### config.mk
export PLATFORM = sky130hd
export DESIGN_NAME = mem_bus_arbiter
export DESIGN_NICKNAME = d
export VERILOG_FILES = /design/src/rtl/mem_bus_arbiter_pkg.sv /design/src/rtl/mem_bus_arbiter_prio_pick.sv /design/src/rtl/mem_bus_arbiter.sv
export SDC_FILE = /design/constraint.sdc
export NUM_CORES = 1
export LEC_CHECK = 0
export CAP_MARGIN = 15
export CORE_UTILIZATION = 38
export DETAILED_ROUTE_END_ITERATION = 10
export GPL_TIMING_DRIVEN = 0
export PLACE_DENSITY = 0.79
export SYNTH_ARGS = -nofsm -noshare
export SYNTH_HDL_FRONTEND = slang
export SYNTH_SLANG_ARGS = --single-unit
export TNS_END_PERCENT = 30
### constraint.sdc
create_clock -name clk -period 2.73 [get_ports clk]
set_clock_uncertainty 0.2 [all_clocks]
set_input_delay 0.546 -clock clk [delete_from_list [all_inputs] [get_ports clk]]
set_output_delay 0.546 -clock clk [all_outputs]
set_load 0.05 [all_outputs]
### src/rtl/mem_bus_arbiter_pkg.sv
// Shared owner/state codes for the memory-port arbiter.
// No logic here; imported by mem_bus_arbiter and arb_prio_pick.
package mem_bus_arbiter_pkg;

    typedef enum logic [1:0] {
        OWN_NONE = 2'd0,
        OWN_IF   = 2'd1,
        OWN_DT   = 2'd2,
        OWN_STK  = 2'd3
    } owner_t;

    typedef enum logic {
        ARB_IDLE = 1'b0,
        ARB_BUSY = 1'b1
    } arb_state_t;

    localparam int unsigned STARVE_CNT_W = 8;

    // Request/exclude vectors are ordered {stk, dt, if}.
    function automatic logic [2:0] owner_mask(input owner_t owner);
        logic [2:0] mask;
        mask = 3'b000;
        case (owner)
            OWN_IF:  mask = 3'b001;
            OWN_DT:  mask = 3'b010;
            OWN_STK: mask = 3'b100;
            default: mask = 3'b000;
        endcase
        return mask;
    endfunction

endpackage

### src/rtl/mem_bus_arbiter_prio_pick.sv
// Purpose: combinational fixed-priority pick STK > DT > IF with exclude, stack lock and IF promotion.
// Latency: zero (pure combinational).
// Backpressure: none; the caller decides when the pick is consumed.
module arb_prio_pick
    import mem_bus_arbiter_pkg::*;
(
    input  logic       stk_req,
    input  logic       dt_req,
    input  logic       if_req,
    input  logic [2:0] excl,
    input  logic       lock,
    input  logic       promote,
    output owner_t     owner
);

    logic [2:0] cand;

    always_comb begin
        owner = OWN_NONE;
        cand  = {stk_req, dt_req, if_req} & ~excl;
        if (lock) begin
            // A locked stack burst admits nobody but the stack unit.
            owner = stk_req ? OWN_STK : OWN_NONE;
        end else if (cand[2]) begin
            owner = OWN_STK;
        end else if (promote && cand[0]) begin
            owner = OWN_IF;
        end else if (cand[1]) begin
            owner = OWN_DT;
        end else if (cand[0]) begin
            owner = OWN_IF;
        end
    end

endmodule

### src/rtl/mem_bus_arbiter.sv
// Purpose: shares one memory port between fetch, data and stack units; optional IF starvation guard (ARB_STARVE_GUARD_EN).
// Latency: request to done 2 cycles minimum; back-to-back owners switch with no idle cycle.
// Backpressure: each requester holds req until its done; mem_en holds the command until mem_rdy.
module mem_bus_arbiter
    import mem_bus_arbiter_pkg::*;
#(
    parameter int unsigned AW           = 8,
    parameter int unsigned DW           = 8,
    parameter int unsigned STARVE_LIMIT = 8
) (
    input  logic          clk,
    input  logic          reset_,
    input  logic          if_req,
    input  logic [AW-1:0] if_addr,
    input  logic          dt_req,
    input  logic          dt_we,
    input  logic [AW-1:0] dt_addr,
    input  logic [DW-1:0] dt_wdata,
    input  logic          stk_req,
    input  logic          stk_we,
    input  logic [AW-1:0] stk_addr,
    input  logic [DW-1:0] stk_wdata,
    input  logic          stk_lock,
    output logic          if_gnt,
    output logic          dt_gnt,
    output logic          stk_gnt,
    output logic          if_done,
    output logic          dt_done,
    output logic          stk_done,
    output logic [DW-1:0] rdata,
    output logic          mem_en,
    output logic          mem_we,
    output logic [AW-1:0] mem_addr,
    output logic [DW-1:0] mem_wdata,
    input  logic [DW-1:0] mem_rdata,
    input  logic          mem_rdy
);

    arb_state_t    state_q, state_d;
    owner_t        owner_q, owner_d, pick;
    logic          we_q, we_d;
    logic [AW-1:0] addr_q, addr_d;
    logic [DW-1:0] wdata_q, wdata_d;
    logic [DW-1:0] rdata_q;
    logic          lock_q, lock_d;
    logic          busy, done_any, owner_req, promote;
    logic [2:0]    excl;

    assign busy     = (state_q == ARB_BUSY);
    assign done_any = busy && mem_rdy;
    assign excl     = done_any ? owner_mask(owner_q) : 3'b000;

    always_comb begin
        owner_req = 1'b0;
        case (owner_q)
            OWN_IF:  owner_req = if_req;
            OWN_DT:  owner_req = dt_req;
            OWN_STK: owner_req = stk_req;
            default: owner_req = 1'b0;
        endcase
    end

`ifdef ARB_STARVE_GUARD_EN
    logic [STARVE_CNT_W-1:0] starve_q;

    always_ff @(posedge clk or negedge reset_) begin
        if (!reset_) begin
            starve_q <= '0;
        end else if (if_done) begin
            starve_q <= '0;
        end else if (if_req && !(busy && owner_q == OWN_IF) && starve_q != '1) begin
            starve_q <= starve_q + 1'b1;
        end
    end

    assign promote = (32'(starve_q) >= STARVE_LIMIT);
`else
    logic unused_starve_limit;
    assign unused_starve_limit = ^STARVE_LIMIT;
    assign promote = 1'b0;
`endif

    arb_prio_pick u_pick (
        .stk_req (stk_req),
        .dt_req  (dt_req),
        .if_req  (if_req),
        .excl    (excl),
        .lock    (lock_q),
        .promote (promote),
        .owner   (pick)
    );

    always_ff @(posedge clk or negedge reset_) begin
        if (!reset_) begin
            state_q <= ARB_IDLE;
            owner_q <= OWN_NONE;
            we_q    <= 1'b0;
            addr_q  <= '0;
            wdata_q <= '0;
            rdata_q <= '0;
            lock_q  <= 1'b0;
        end else begin
            state_q <= state_d;
            owner_q <= owner_d;
            we_q    <= we_d;
            addr_q  <= addr_d;
            wdata_q <= wdata_d;
            lock_q  <= lock_d;
            if (done_any && !we_q) begin
                rdata_q <= mem_rdata;
            end
        end
    end

    always_comb begin
        state_d = state_q;
        owner_d = owner_q;
        lock_d  = lock_q;
        we_d    = we_q;
        addr_d  = addr_q;
        wdata_d = wdata_q;
        case (state_q)
            ARB_IDLE: begin
                lock_d  = 1'b0;
                owner_d = pick;
                if (pick != OWN_NONE) begin
                    state_d = ARB_BUSY;
                end
            end
            ARB_BUSY: begin
                if (mem_rdy) begin
                    // A locked stack access waits one cycle to see whether the burst continues.
                    if (owner_q == OWN_STK && stk_lock) begin
                        state_d = ARB_IDLE;
                        owner_d = OWN_NONE;
                        lock_d  = 1'b1;
                    end else if (pick != OWN_NONE) begin
                        owner_d = pick;
                    end else begin
                        state_d = ARB_IDLE;
                        owner_d = OWN_NONE;
                    end
                end
            end
            default: begin
                state_d = ARB_IDLE;
                owner_d = OWN_NONE;
            end
        endcase

        if (state_d == ARB_BUSY && (state_q == ARB_IDLE || mem_rdy)) begin
            case (owner_d)
                OWN_IF: begin
                    we_d    = 1'b0;
                    addr_d  = if_addr;
                    wdata_d = '0;
                end
                OWN_DT: begin
                    we_d    = dt_we;
                    addr_d  = dt_addr;
                    wdata_d = dt_wdata;
                end
                OWN_STK: begin
                    we_d    = stk_we;
                    addr_d  = stk_addr;
                    wdata_d = stk_wdata;
                end
                default: ;
            endcase
        end
    end

    assign if_gnt    = busy && (owner_q == OWN_IF);
    assign dt_gnt    = busy && (owner_q == OWN_DT);
    assign stk_gnt   = busy && (owner_q == OWN_STK);
    assign if_done   = if_gnt && mem_rdy;
    assign dt_done   = dt_gnt && mem_rdy;
    assign stk_done  = stk_gnt && mem_rdy;
    assign mem_en    = busy;
    assign mem_we    = busy && we_q;
    assign mem_addr  = addr_q;
    assign mem_wdata = wdata_q;
    // Read data is forwarded in the done cycle and held afterwards.
    assign rdata     = (done_any && !we_q) ? mem_rdata : rdata_q;

    req_held_while_granted: assert property (
        @(posedge clk) disable iff (!reset_) busy |-> owner_req
    );

endmodule
==> impl_metrics.prom, run 1 <==
# TYPE chip_impl_metric gauge
chip_impl_metric{name="num_vias",unit=""} 1427
chip_impl_metric{name="via_per_inst",unit=""} 4.89
chip_impl_metric{name="postSynthCellCount",unit=""} 146
chip_impl_metric{name="synth_seq_cells",unit=""} 29
chip_impl_info{name="rsz0062_at_grt",value="false"} 1
chip_impl_info{name="endpoint_of_the_worst_register_to_register_path",value="mem_wdata[4]$_DFFE_PN0P_"} 1
chip_impl_info{name="critical_path.endpoint_type",value="output port"} 1
chip_impl_metric{name="static-leakage-power",unit="uW"} 0.00120
chip_impl_metric{name="drt.antenna.violating_nets",unit=""} 0
chip_impl_info{name="layout_commonest_cell",value="sky130_fd_sc_hd__clkdlybuf4s50_1"} 1
chip_impl_metric{name="post_route_cells_drive_above_1_share",unit=""} 0.207
chip_impl_metric{name="grt_pass1_wl",unit="um"} 6220
chip_impl_metric{name="start_util",unit=""} 0.397
chip_impl_metric{name="syn-num-nets",unit=""} 203
chip_impl_info{name="most_frequent_cells_in_the_layout",value="76 x sky130_fd_sc_hd__clkdlybuf4s50_1, 29 x sky130_fd_sc_hd__dfrtp_1, 24 x sky130_fd_sc_hd__nand2_1, 17 x sky130_fd_sc_hd__mux2i_1, 10 x sky130_fd_sc_hd__o21ai_2"} 1
chip_impl_info{name="netlist_top_cells_area",value="sky130_fd_sc_hd__dfrtp_1 45%, sky130_fd_sc_hd__mux2i_1 11%, sky130_fd_sc_hd__mux2_2 5.6%"} 1
chip_impl_info{name="whs_endpoint",value="mem_wdata[0]$_DFFE_PN0P_"} 1
chip_impl_metric{name="cp.required",unit="ns"} 1.98
chip_impl_metric{name="post_synthesis_sequential_area_ratio",unit=""} 0.453
chip_impl_info{name="timing.critical_path.max_delay_family",value="buffers and inverters"} 1
chip_impl_metric{name="timing.final.max_slew_violations",unit=""} 0
chip_impl_metric{name="cts_max_path_buffers",unit=""} 2
chip_impl_metric{name="grt_max_degree",unit=""} 20
chip_impl_metric{name="postSynth.asyncResetShare",unit=""} 1.00
chip_impl_metric{name="power_density",unit="nW/um^2"} 1300
chip_impl_metric{name="report.final.hold_viol_count",unit=""} 0
chip_impl_info{name="clock-root-buffer",value="sky130_fd_sc_hd__clkbuf_8"} 1
chip_impl_metric{name="max_slew.worst_pin.slew",unit="ns"} 0.648
chip_impl_metric{name="critical_path_arrival",unit="ns"} 1.86
chip_impl_metric{name="setup_viol",unit=""} 0
chip_impl_info{name="critical_register_to_register_path_startpoint",value="owner_q[1]$_DFF_PN0_"} 1
chip_impl_metric{name="die_h",unit="um"} 66.9
chip_impl_metric{name="clock-sinks",unit=""} 29
chip_impl_metric{name="critical_path.n_buffers_inverters",unit=""} 2
chip_impl_metric{name="ioPinCount",unit=""} 89
chip_impl_info{name="outcome",value="finished clean"} 1
chip_impl_metric{name="final_antenna_diode_count",unit=""} 0
chip_impl_metric{name="aggregate_global_route_resource_usage",unit=""} 0.191
chip_impl_metric{name="fmax",unit="MHz"} 384
chip_impl_info{name="critical-path-slowest-cell",value="sky130_fd_sc_hd__clkdlybuf4s50_1"} 1
chip_impl_metric{name="area_delta_synth_final",unit="%"} 66.6
chip_impl_metric{name="rr_worst_depth",unit=""} 8
chip_impl_metric{name="first_global_vias",unit=""} 1383
chip_impl_metric{name="grt_antenna_before_repair",unit=""} 0
chip_impl_metric{name="clk_latency",unit="ns"} 0.27
chip_impl_metric{name="drv_cap",unit=""} 0
chip_impl_metric{name="path_clk_slew",unit="ns"} 0.06
chip_impl_metric{name="globalplace.congestion",unit=""} 0.758
chip_impl_metric{name="global_route.overflow_total",unit=""} 0
chip_impl_metric{name="cts_post_setup_buffers_inserted",unit=""} 0
chip_impl_metric{name="die_width",unit="um"} 66.9
chip_impl_metric{name="route.final.wire_length",unit="um"} 3940
chip_impl_metric{name="postSynthAreaPerCell",unit="sq um"} 11.0
chip_impl_metric{name="timing.critical_path.fanout_max",unit=""} 10
chip_impl_info{name="start_kind",value="flip-flop"} 1
chip_impl_info{name="tritoncts",value="yes"} 1
chip_impl_metric{name="routed_wire_length_per_instance",unit="um"} 13.5
chip_impl_metric{name="floorplan.die_area",unit="sq um"} 4470
chip_impl_metric{name="place.detailed.hpwl",unit="um"} 3130
chip_impl_metric{name="finalNetCount",unit=""} 298
chip_impl_info{name="dominantRegCellSynth",value="sky130_fd_sc_hd__dfrtp_1"} 1
chip_impl_info{name="timing.critical_path.cells",value="clkbuf_4 > and3_1 > clkdlybuf4s50_1"} 1
chip_impl_metric{name="port-buffer-count",unit=""} 88
chip_impl_metric{name="hold_ws",unit="ns"} 0.276
chip_impl_metric{name="synth_enable_flop_cells",unit=""} 0
chip_impl_metric{name="h_tree_level_count",unit=""} 2
chip_impl_info{name="yosys.area.top_type",value="sky130_fd_sc_hd__dfrtp_1"} 1
chip_impl_info{name="hp-class",value="reg -> reg"} 1
chip_impl_metric{name="end_of_flow_core_utilization",unit=""} 0.662
chip_impl_metric{name="post-layout-total-power",unit="uW"} 3470
chip_impl_metric{name="yosys.area.top_type_share",unit=""} 0.453
chip_impl_metric{name="reg2reg_slack",unit="ns"} 0.31
chip_impl_info{name="worst_min_delay_path_startpoint",value="mem_wdata[0]$_DFFE_PN0P_"} 1
chip_impl_metric{name="largest_stage_delay_worst_path",unit="ns"} 0.79
chip_impl_metric{name="finalCritPeriodShare",unit=""} 0.954
chip_impl_metric{name="timing.slew.headroom",unit=""} 0.566
chip_impl_metric{name="worst_hold_path.num_cells",unit=""} 2
chip_impl_metric{name="detail_route.iter0.violations",unit=""} 53
chip_impl_metric{name="yosysWarnings",unit=""} 0
chip_impl_metric{name="floorplan.rows",unit=""} 23
chip_impl_metric{name="peakVddDrop",unit="V"} 0.000557
chip_impl_metric{name="post_layout_minimum_cycle_time",unit="ns"} 2.60
chip_impl_info{name="setup.worst_path.class",value="reg -> out"} 1
chip_impl_metric{name="yosys.cell_types.count",unit=""} 31
chip_impl_metric{name="cts_inserted_buffers",unit=""} 5
chip_impl_metric{name="design.core.area",unit="sq um"} 4030
chip_impl_metric{name="drcViolationCount",unit=""} 0
chip_impl_metric{name="cell_area_after_synthesis",unit="sq um"} 1600
chip_impl_metric{name="detailedRoute.firstPassIterationCount",unit=""} 4
-- flip-flops by register name, summed over array words and instances (netlist names) --
name / flops
mem_addr: 8
mem_wdata: 8
rdata_q: 8
owner_q: 2
lock_q: 1
mem_en: 1
we_q: 1
-- how the worst max path moves through the flow --
stage	from	endpoint	slack, ns	depth (start not counted)
after floorplan	mem_en$_DFF_PN0_	rdata[0]	0.12	5
after global placement	mem_rdy	rdata[7]	-0.89	6
after detailed placement	mem_rdy	rdata[5]	-0.87	6
after CTS	mem_en$_DFF_PN0_	if_done	0.007	4
after global routing	dt_req	mem_wdata[4]$_DFFE_PN0P_	0.03	8
final	mem_en$_DFF_PN0_	stk_gnt	0.13	3
-- cell type report --
type	count	area (sq um)
well taps	50	62.6
repair buffers	89	881
clock buffers	7	86.3
flip-flops and latches	29	726
inverters	3	11.3
multi-input cells	104	773
clock inverters	1	30.0
plain buffers	9	96.3
fillers	370	1360
-- synthesized netlist by cell type (all sizes together) (3+ instances only) --
cell type,instances
a21oi,5
and3b,3
buf,8
dfrtp,29
inv,3
mux2,8
mux2i,17
nand2,24
nand2b,3
nand3,9
o211ai,8
o21ai,10
-- metrics by stage --
stage                     cell area [sq um]  instances  TNS (ns)  setup slack [ns]
final                                  2670        292         0             0.126
after global routing                   2670        292         0            0.0276
after CTS                              2650        292         0           0.00680
after detailed placement               2580        285    -11.35            -0.873
after global placement                 2550        284    -11.01            -0.885
after floorplan                        1610        146         0             0.117
-- worst min-delay path, cell delays in order (launching register included) --
cell,delay [ns]
sky130_fd_sc_hd__dfrtp_1,0.34
sky130_fd_sc_hd__nand2_1,0.06
sky130_fd_sc_hd__o21ai_2,0.05
-- where the power goes --
part / leakage (uW) / total, uW / internal (uW) / switching [uW]
sequential: 0.000354 / 722 / 633 / 88.9
combinational: 0.000790 / 2300 / 872 / 1420
clock: 0.0000585 / 449 / 297 / 152
total: 0.00120 / 3470 / 1800 / 1660
-- routing by layer --
| metal | global-route usage | vias up | part of all wire | routed length (um) |
|---|---|---|---|---|
| met5 | 0 | - | 0 | 0 |
| met4 | 0.0399 | 0 | 0.0046 | 18 |
| met3 | 0.0753 | 2 | 0.076 | 298 |
| met2 | 0.331 | 52 | 0.52 | 2050 |
| met1 | 0.220 | 665 | 0.40 | 1570 |
| li1 | - | 708 | - | - |
-- timing repair --
item | CTS | global route
endpoints found under the setup margin | 20 | 10
gates cloned | 0 | 0
pin swaps | 0 | 0
hold buffers | 0 | 0
gates resized for setup | 45 | 5
-- logic make-up (layout without fill, tap and decap cells) --
kind of cell | after synthesis | count (layout) | synth area share
flops | 29 | 29 | 0.453
compound gates | 26 | 26 | 0.142
simple gates | 53 | 53 | 0.174
buf+inv | 13 | 109 | 0.0680
mux | 25 | 25 | 0.163
No activity file was read; power rests on OpenSTA's default activity.
==> run 2: changes to the inputs <==
--- a/config.mk
+++ b/config.mk
@@ -10,6 +10,7 @@
 export DETAILED_ROUTE_END_ITERATION = 10
 export GPL_TIMING_DRIVEN = 0
 export PLACE_DENSITY = 0.79
+export SETUP_SLACK_MARGIN = 0.2
 export SYNTH_ARGS = -nofsm -noshare
 export SYNTH_HDL_FRONTEND = slang
 export SYNTH_SLANG_ARGS = --single-unit
==> run 2 against run 1 <==
  * Clock-buffer cell count decreased by 2
  * Sequential cell count unchanged
  * Sequential share of layout area decreased by 1.1 points
  * Clock power increased by 16%
  * Maximum frequency increased by 1.7%
  * Sequential power decreased by 0.6%
  * Via count increased by 0.84%
  * Wire length decreased by 2.2%
  * Non-clock buffer count increased by 6
  * Highest routed layer unchanged
==> impl_metrics.prom, run 2 (synthesis gave the netlist of run 1 again) <==
# TYPE chip_impl_metric gauge
chip_impl_info{name="outcome",value="finished clean"} 1
chip_impl_metric{name="timing.final.max_slew_violations",unit=""} 0
chip_impl_metric{name="grt_pass1_wl",unit="um"} 5920
chip_impl_metric{name="cell_internal_pwr",unit="uW"} 2000
chip_impl_metric{name="floorplan.die_area",unit="sq um"} 4470
chip_impl_metric{name="finalCritPeriodShare",unit=""} 0.938
chip_impl_metric{name="clk_latency",unit="ns"} 0.27
chip_impl_metric{name="route.final.wire_length",unit="um"} 3850
chip_impl_info{name="rsz0062_at_grt",value="true"} 1
chip_impl_info{name="critical-path-slowest-cell",value="sky130_fd_sc_hd__or2_2"} 1
chip_impl_metric{name="start_util",unit=""} 0.397
chip_impl_metric{name="detail_route.iter0.violations",unit=""} 64
chip_impl_metric{name="setup_viol",unit=""} 0
chip_impl_metric{name="drv_cap",unit=""} 0
chip_impl_info{name="setup.worst_path.class",value="in -> out"} 1
chip_impl_metric{name="clock-sinks",unit=""} 29
chip_impl_metric{name="static-leakage-power",unit="uW"} 0.00126
chip_impl_metric{name="power_density",unit="nW/um^2"} 1330
chip_impl_metric{name="ioPinCount",unit=""} 89
chip_impl_metric{name="clock_power_share",unit=""} 0.141
chip_impl_metric{name="place.detailed.hpwl",unit="um"} 2950
chip_impl_info{name="most_frequent_cells_in_the_layout",value="75 x sky130_fd_sc_hd__clkdlybuf4s50_1, 28 x sky130_fd_sc_hd__dfrtp_1, 24 x sky130_fd_sc_hd__nand2_1, 17 x sky130_fd_sc_hd__mux2i_1, 12 x sky130_fd_sc_hd__buf_6"} 1
chip_impl_metric{name="design.core.area",unit="sq um"} 4030
chip_impl_metric{name="timing.slew.headroom",unit=""} 0.588
chip_impl_metric{name="dp_cells",unit=""} 285
chip_impl_metric{name="drt.antenna.violating_nets",unit=""} 0
chip_impl_info{name="whs_endpoint",value="mem_wdata[4]$_DFFE_PN0P_"} 1
chip_impl_metric{name="p_switching",unit="uW"} 1700
chip_impl_metric{name="first_global_vias",unit=""} 1343
chip_impl_info{name="tritoncts",value="yes"} 1
chip_impl_metric{name="cp.required",unit="ns"} 1.98
chip_impl_metric{name="report.final.hold_viol_count",unit=""} 0
chip_impl_metric{name="post-layout-total-power",unit="uW"} 3710
chip_impl_metric{name="critical_path_arrival",unit="ns"} 1.82
chip_impl_metric{name="seqPwrFrac",unit=""} 0.194
chip_impl_metric{name="die_h",unit="um"} 66.9
chip_impl_info{name="critical_register_to_register_path_startpoint",value="owner_q[0]$_DFF_PN0_"} 1
chip_impl_metric{name="drcViolationCount",unit=""} 0
chip_impl_info{name="worst_min_delay_path_startpoint",value="mem_wdata[4]$_DFFE_PN0P_"} 1
chip_impl_metric{name="floorplan.rows",unit=""} 23
chip_impl_metric{name="global_route.overflow_total",unit=""} 0
chip_impl_info{name="timing.critical_path.cells",value="clkdlybuf4s15_2 > nand2_1 > or2_2 > clkbuf_8 > mux2_2 > buf_2"} 1
chip_impl_metric{name="fmax",unit="MHz"} 390
chip_impl_metric{name="cts_max_path_buffers",unit=""} 2
chip_impl_metric{name="end_of_flow_core_utilization",unit=""} 0.692
chip_impl_metric{name="cts_inserted_buffers",unit=""} 5
chip_impl_metric{name="worst_hold_path.num_cells",unit=""} 2
chip_impl_info{name="clock-root-buffer",value="sky130_fd_sc_hd__clkbuf_8"} 1
chip_impl_metric{name="setup_tns_final",unit="ns"} 0
chip_impl_info{name="critical_path.endpoint_type",value="output port"} 1
chip_impl_metric{name="sw_frac_of_total",unit=""} 0.459
chip_impl_metric{name="peakVddDrop",unit="V"} 0.000694
chip_impl_metric{name="globalplace.congestion",unit=""} 0.750
chip_impl_info{name="start_kind",value="primary input"} 1
chip_impl_metric{name="max_slew.worst_pin.slew",unit="ns"} 0.616
chip_impl_metric{name="aggregate_global_route_resource_usage",unit=""} 0.179
chip_impl_metric{name="die_width",unit="um"} 66.9
chip_impl_metric{name="finish.cell_count_without_fillers",unit=""} 298
chip_impl_metric{name="post_route_cells_drive_above_1_share",unit=""} 0.242
chip_impl_metric{name="path_clk_slew",unit="ns"} 0.06
chip_impl_metric{name="num_vias",unit=""} 1439
chip_impl_metric{name="largest_stage_delay_worst_path",unit="ns"} 0.28
chip_impl_metric{name="reg2reg_slack",unit="ns"} 0.32
chip_impl_metric{name="routed_wire_length_per_instance",unit="um"} 12.9
chip_impl_info{name="hp-class",value="reg -> reg"} 1
chip_impl_info{name="endpoint_of_the_worst_register_to_register_path",value="mem_addr[6]$_DFFE_PN0P_"} 1
chip_impl_metric{name="via_per_inst",unit=""} 4.83
chip_impl_metric{name="port-buffer-count",unit=""} 88
chip_impl_metric{name="detailedRoute.firstPassIterationCount",unit=""} 4
chip_impl_metric{name="timing.critical_path.fanout_max",unit=""} 8
chip_impl_metric{name="area_delta_synth_final",unit="%"} 74.1
chip_impl_metric{name="grt_antenna_before_repair",unit=""} 0
chip_impl_metric{name="h_tree_level_count",unit=""} 2
chip_impl_metric{name="post_layout_minimum_cycle_time",unit="ns"} 2.56
chip_impl_metric{name="hold_ws",unit="ns"} 0.273
chip_impl_metric{name="power.share.combinational",unit=""} 0.666
chip_impl_metric{name="finalNetCount",unit=""} 304
chip_impl_metric{name="final_antenna_diode_count",unit=""} 0
chip_impl_info{name="layout_commonest_cell",value="sky130_fd_sc_hd__clkdlybuf4s50_1"} 1
chip_impl_metric{name="grt_max_degree",unit=""} 20
chip_impl_metric{name="rr_worst_depth",unit=""} 9
## run 2: cell type report
cell class / count / area (sq um)
buffer: 10 / 115
inverter: 3 / 11.3
multi-input combinational: 104 / 771
clock buffer: 5 / 68.8
clock inverter: 3 / 65.1
tap: 50 / 62.6
fill: 337 / 1240
timing repair buffer: 94 / 966
sequential: 29 / 727
## run 2: critical path: cells and delay by family
family	cells	cell delay [ns]
and+or+nand+nor	2	0.37
muxes	1	0.28
buffers and inverters	3	0.61
## run 2: repair_timing
item,CTS,global route
pin swaps,0,2
resized for setup,64,4
setup buffers,1,4
endpoints found under the setup margin,32,22
hold buffers,0,0
## run 2: metrics by stage
step	instance area [sq um]	setup WS, ns
floorplan	1610	0.276
global placement	2550	-0.876
detailed placement	2580	-0.857
CTS	2740	0.0987
global route	2790	0.0988
finish	2790	0.168
## run 2: power by group through the flow
stage	clock (uW)	combinational, uW	sequential, uW
3_5_place_dp	0	2360	729
4_1_cts	535	2410	720
5_1_grt	557	2610	743
6_report	521	2470	718
3_3_place_gp	0	2330	719
2_1_floorplan	0	1290	1110
## run 2: worst max-delay path by stage
stage                         startpoint        to  slack [ns]
finish                           mem_rdy  rdata[1]        0.17
global route        owner_q[1]$_DFF_PN0_    if_gnt         0.1
CTS                 owner_q[1]$_DFF_PN0_  stk_done         0.1
detailed placement               mem_rdy  rdata[5]       -0.86
global placement                 mem_rdy  rdata[1]       -0.88
floorplan               mem_en$_DFF_PN0_  rdata[0]        0.28
## run 2: routing by layer
layer	GRT usage	part of all wire	vias up
li1	-	-	718
met1	0.198	0.39	663
met2	0.318	0.52	56
met3	0.0634	0.081	2
met4	0.0559	0.0047	0
met5	0	0	-
==> run 3: changes to the inputs <==
--- a/config.mk
+++ b/config.mk
@@ -14,4 +14,3 @@
 export SYNTH_ARGS = -nofsm -noshare
 export SYNTH_HDL_FRONTEND = slang
 export SYNTH_SLANG_ARGS = --single-unit
-export TNS_END_PERCENT = 30
==> run 3 against run 2 <==
  * Global-route usage hardly changed
  * Critical path depth shrank 3
  * Clock-buffer cell count unchanged
  * First-iteration DRC count fell by 3.1%
  * Maximum frequency grew 6.0%
  * Highest routed layer unchanged
  * Register-to-register slack barely moved
  * Design area increased by 0.81%
  * Non-clock buffer count rose by 2
  * Wire length increased by 0.75%
  * Via count grew 0.21%
  * Worst setup slack improved by 0.14 ns
==> impl_metrics.prom, run 3 (synthesis gave the netlist of run 1 again) <==
# TYPE chip_impl_metric gauge
chip_impl_info{name="clock-root-buffer",value="sky130_fd_sc_hd__clkbuf_8"} 1
chip_impl_metric{name="routed_wire_length_per_instance",unit="um"} 12.9
chip_impl_metric{name="start_util",unit=""} 0.397
chip_impl_metric{name="drv_cap",unit=""} 0
chip_impl_metric{name="grt_max_degree",unit=""} 20
chip_impl_metric{name="critical_path_arrival",unit="ns"} 1.67
chip_impl_metric{name="detailedRoute.firstPassIterationCount",unit=""} 4
chip_impl_metric{name="globalplace.congestion",unit=""} 0.750
chip_impl_metric{name="route.final.wire_length",unit="um"} 3880
chip_impl_metric{name="timing.critical_path.fanout_max",unit=""} 10
chip_impl_metric{name="ioPinCount",unit=""} 89
chip_impl_metric{name="finalCritPeriodShare",unit=""} 0.886
chip_impl_metric{name="worst_hold_path.num_cells",unit=""} 2
chip_impl_metric{name="timing.final.max_slew_violations",unit=""} 0
chip_impl_metric{name="global_route.overflow_total",unit=""} 0
chip_impl_info{name="critical_register_to_register_path_startpoint",value="owner_q[0]$_DFF_PN0_"} 1
chip_impl_metric{name="cts_max_path_buffers",unit=""} 2
chip_impl_metric{name="timing.slew.headroom",unit=""} 0.592
chip_impl_metric{name="die_h",unit="um"} 66.9
chip_impl_metric{name="max_slew.worst_pin.slew",unit="ns"} 0.610
chip_impl_metric{name="die_width",unit="um"} 66.9
chip_impl_metric{name="report.final.hold_viol_count",unit=""} 0
chip_impl_metric{name="design.core.area",unit="sq um"} 4030
chip_impl_metric{name="final_antenna_diode_count",unit=""} 0
chip_impl_info{name="critical_path.endpoint_type",value="output port"} 1
chip_impl_metric{name="cell_internal_pwr",unit="uW"} 2030
chip_impl_metric{name="sw_frac_of_total",unit=""} 0.457
chip_impl_metric{name="grt_pass1_wl",unit="um"} 5910
chip_impl_metric{name="dp_cells",unit=""} 285
chip_impl_metric{name="drt.antenna.violating_nets",unit=""} 0
chip_impl_metric{name="aggregate_global_route_resource_usage",unit=""} 0.179
chip_impl_metric{name="floorplan.die_area",unit="sq um"} 4470
chip_impl_info{name="crit_end",value="dt_done"} 1
chip_impl_metric{name="via_per_inst",unit=""} 4.81
chip_impl_metric{name="fillerInstances",unit=""} 323
chip_impl_info{name="tritoncts",value="yes"} 1
chip_impl_metric{name="reg2reg_slack",unit="ns"} 0.33
chip_impl_metric{name="finalNetCount",unit=""} 306
chip_impl_metric{name="finish.instance_area",unit="sq um"} 2810
chip_impl_metric{name="seqPwrFrac",unit=""} 0.192
chip_impl_metric{name="finish.cell_count_without_fillers",unit=""} 300
chip_impl_metric{name="floorplan.rows",unit=""} 23
chip_impl_info{name="rsz0062_at_grt",value="false"} 1
chip_impl_metric{name="setup_viol",unit=""} 0
chip_impl_metric{name="clock-sinks",unit=""} 29
chip_impl_metric{name="num_vias",unit=""} 1442
chip_impl_info{name="endpoint_of_the_worst_register_to_register_path",value="mem_addr[6]$_DFFE_PN0P_"} 1
chip_impl_metric{name="fmax",unit="MHz"} 414
chip_impl_metric{name="p_switching",unit="uW"} 1710
chip_impl_info{name="outcome",value="finished clean"} 1
chip_impl_metric{name="post_layout_minimum_cycle_time",unit="ns"} 2.42
chip_impl_metric{name="rr_worst_depth",unit=""} 9
chip_impl_info{name="setup.worst_path.class",value="reg -> out"} 1
chip_impl_metric{name="power.share.combinational",unit=""} 0.669
chip_impl_metric{name="h_tree_level_count",unit=""} 2
chip_impl_metric{name="power_density",unit="nW/um^2"} 1330
chip_impl_metric{name="layout_setup_ws",unit="ns"} 0.312
chip_impl_metric{name="sequential_cell_area",unit="sq um"} 727
chip_impl_metric{name="clock_power_share",unit=""} 0.139
chip_impl_metric{name="cp.required",unit="ns"} 1.98
chip_impl_metric{name="clk_latency",unit="ns"} 0.27
chip_impl_info{name="timing.critical_path.from",value="owner_q[0]$_DFF_PN0_"} 1
chip_impl_metric{name="first_global_vias",unit=""} 1339
chip_impl_info{name="start_kind",value="flip-flop"} 1
chip_impl_metric{name="path_clk_slew",unit="ns"} 0.06
chip_impl_metric{name="preCtsSetupSlack",unit="ns"} -0.857
chip_impl_metric{name="setup_tns_final",unit="ns"} 0
chip_impl_metric{name="area_delta_synth_final",unit="%"} 75.5
chip_impl_metric{name="peakVddDrop",unit="V"} 0.000691
chip_impl_metric{name="drcViolationCount",unit=""} 0
chip_impl_metric{name="cts_inserted_buffers",unit=""} 5
chip_impl_metric{name="post_route_cells_drive_above_1_share",unit=""} 0.248
chip_impl_info{name="layout_commonest_cell",value="sky130_fd_sc_hd__clkdlybuf4s50_1"} 1
chip_impl_metric{name="multi_input_comb_area",unit="sq um"} 777
chip_impl_metric{name="end_of_flow_core_utilization",unit=""} 0.697
chip_impl_info{name="hp-class",value="reg -> reg"} 1
chip_impl_metric{name="grt_antenna_before_repair",unit=""} 0
chip_impl_metric{name="detail_route.iter0.violations",unit=""} 62
chip_impl_info{name="most_frequent_cells_in_the_layout",value="72 x sky130_fd_sc_hd__clkdlybuf4s50_1, 28 x sky130_fd_sc_hd__dfrtp_1, 24 x sky130_fd_sc_hd__nand2_1, 17 x sky130_fd_sc_hd__mux2i_1, 12 x sky130_fd_sc_hd__buf_6"} 1
chip_impl_metric{name="static-leakage-power",unit="uW"} 0.00128
chip_impl_metric{name="port-buffer-count",unit=""} 88
chip_impl_metric{name="place.detailed.hpwl",unit="um"} 2950
chip_impl_metric{name="placed_cell_area",unit="sq um"} 2580
[run 3: per-stage QoR]
step	hold slack, ns	total power (uW)
3_5_place_dp	0.265	3090
5_1_grt	0.302	3950
6_report	0.273	3740
2_1_floorplan	0.0504	2390
4_1_cts	0.279	3650
3_3_place_gp	0.261	3050
[run 3: repair_timing]
action | CTS | global route
setup endpoints to repair | 32 | 19
pin swaps | 0 | 2
hold buffers | 0 | 0
cloned | 0 | 0
setup buffers | 1 | 6
gates resized for setup | 67 | 12
[run 3: worst min-delay path by stage]
stage	start	slack [ns]	end
2_1_floorplan	reset_	0.05	lock_q$_DFFE_PN0P_
3_3_place_gp	mem_wdata[3]$_DFFE_PN0P_	0.26	mem_wdata[3]$_DFFE_PN0P_
3_5_place_dp	mem_wdata[4]$_DFFE_PN0P_	0.26	mem_wdata[4]$_DFFE_PN0P_
4_1_cts	mem_wdata[4]$_DFFE_PN0P_	0.28	mem_wdata[4]$_DFFE_PN0P_
5_1_grt	mem_wdata[2]$_DFFE_PN0P_	0.30	mem_wdata[2]$_DFFE_PN0P_
6_report	mem_wdata[4]$_DFFE_PN0P_	0.27	mem_wdata[4]$_DFFE_PN0P_
[run 3: area by class of cell]
type,count,area share
Clock inverter,3,0.0232
Multi-Input combinational cell,104,0.277
Buffer,10,0.0414
Clock buffer,5,0.0245
Timing Repair Buffer,96,0.349
Tap cell,50,0.0223
Sequential cell,29,0.259
Inverter,3,0.00401
[run 3: worst max-delay path, stage by stage (launching register included)]
cell                            delay [ns]
sky130_fd_sc_hd__dfrtp_1              0.38
sky130_fd_sc_hd__buf_6                0.14
sky130_fd_sc_hd__and4b_4              0.35
sky130_fd_sc_hd__dlygate4sd2_1        0.53
[run 3: layer usage]
metal | track usage | vias to the layer above | share of wire
met3 | 0.0634 | 2 | 0.081
li1 | - | 721 | -
met4 | 0.0559 | 0 | 0.0046
met5 | 0 | - | 0
met2 | 0.318 | 56 | 0.52
met1 | 0.197 | 663 | 0.40
[run 3: power by group through the flow]
stage | clock network (uW) | logic [uW] | registers (uW)
global placement | 0 | 2330 | 719
floorplan | 0 | 1290 | 1110
CTS | 535 | 2400 | 720
finish | 521 | 2500 | 719
detailed placement | 0 | 2360 | 729
global route | 557 | 2650 | 744
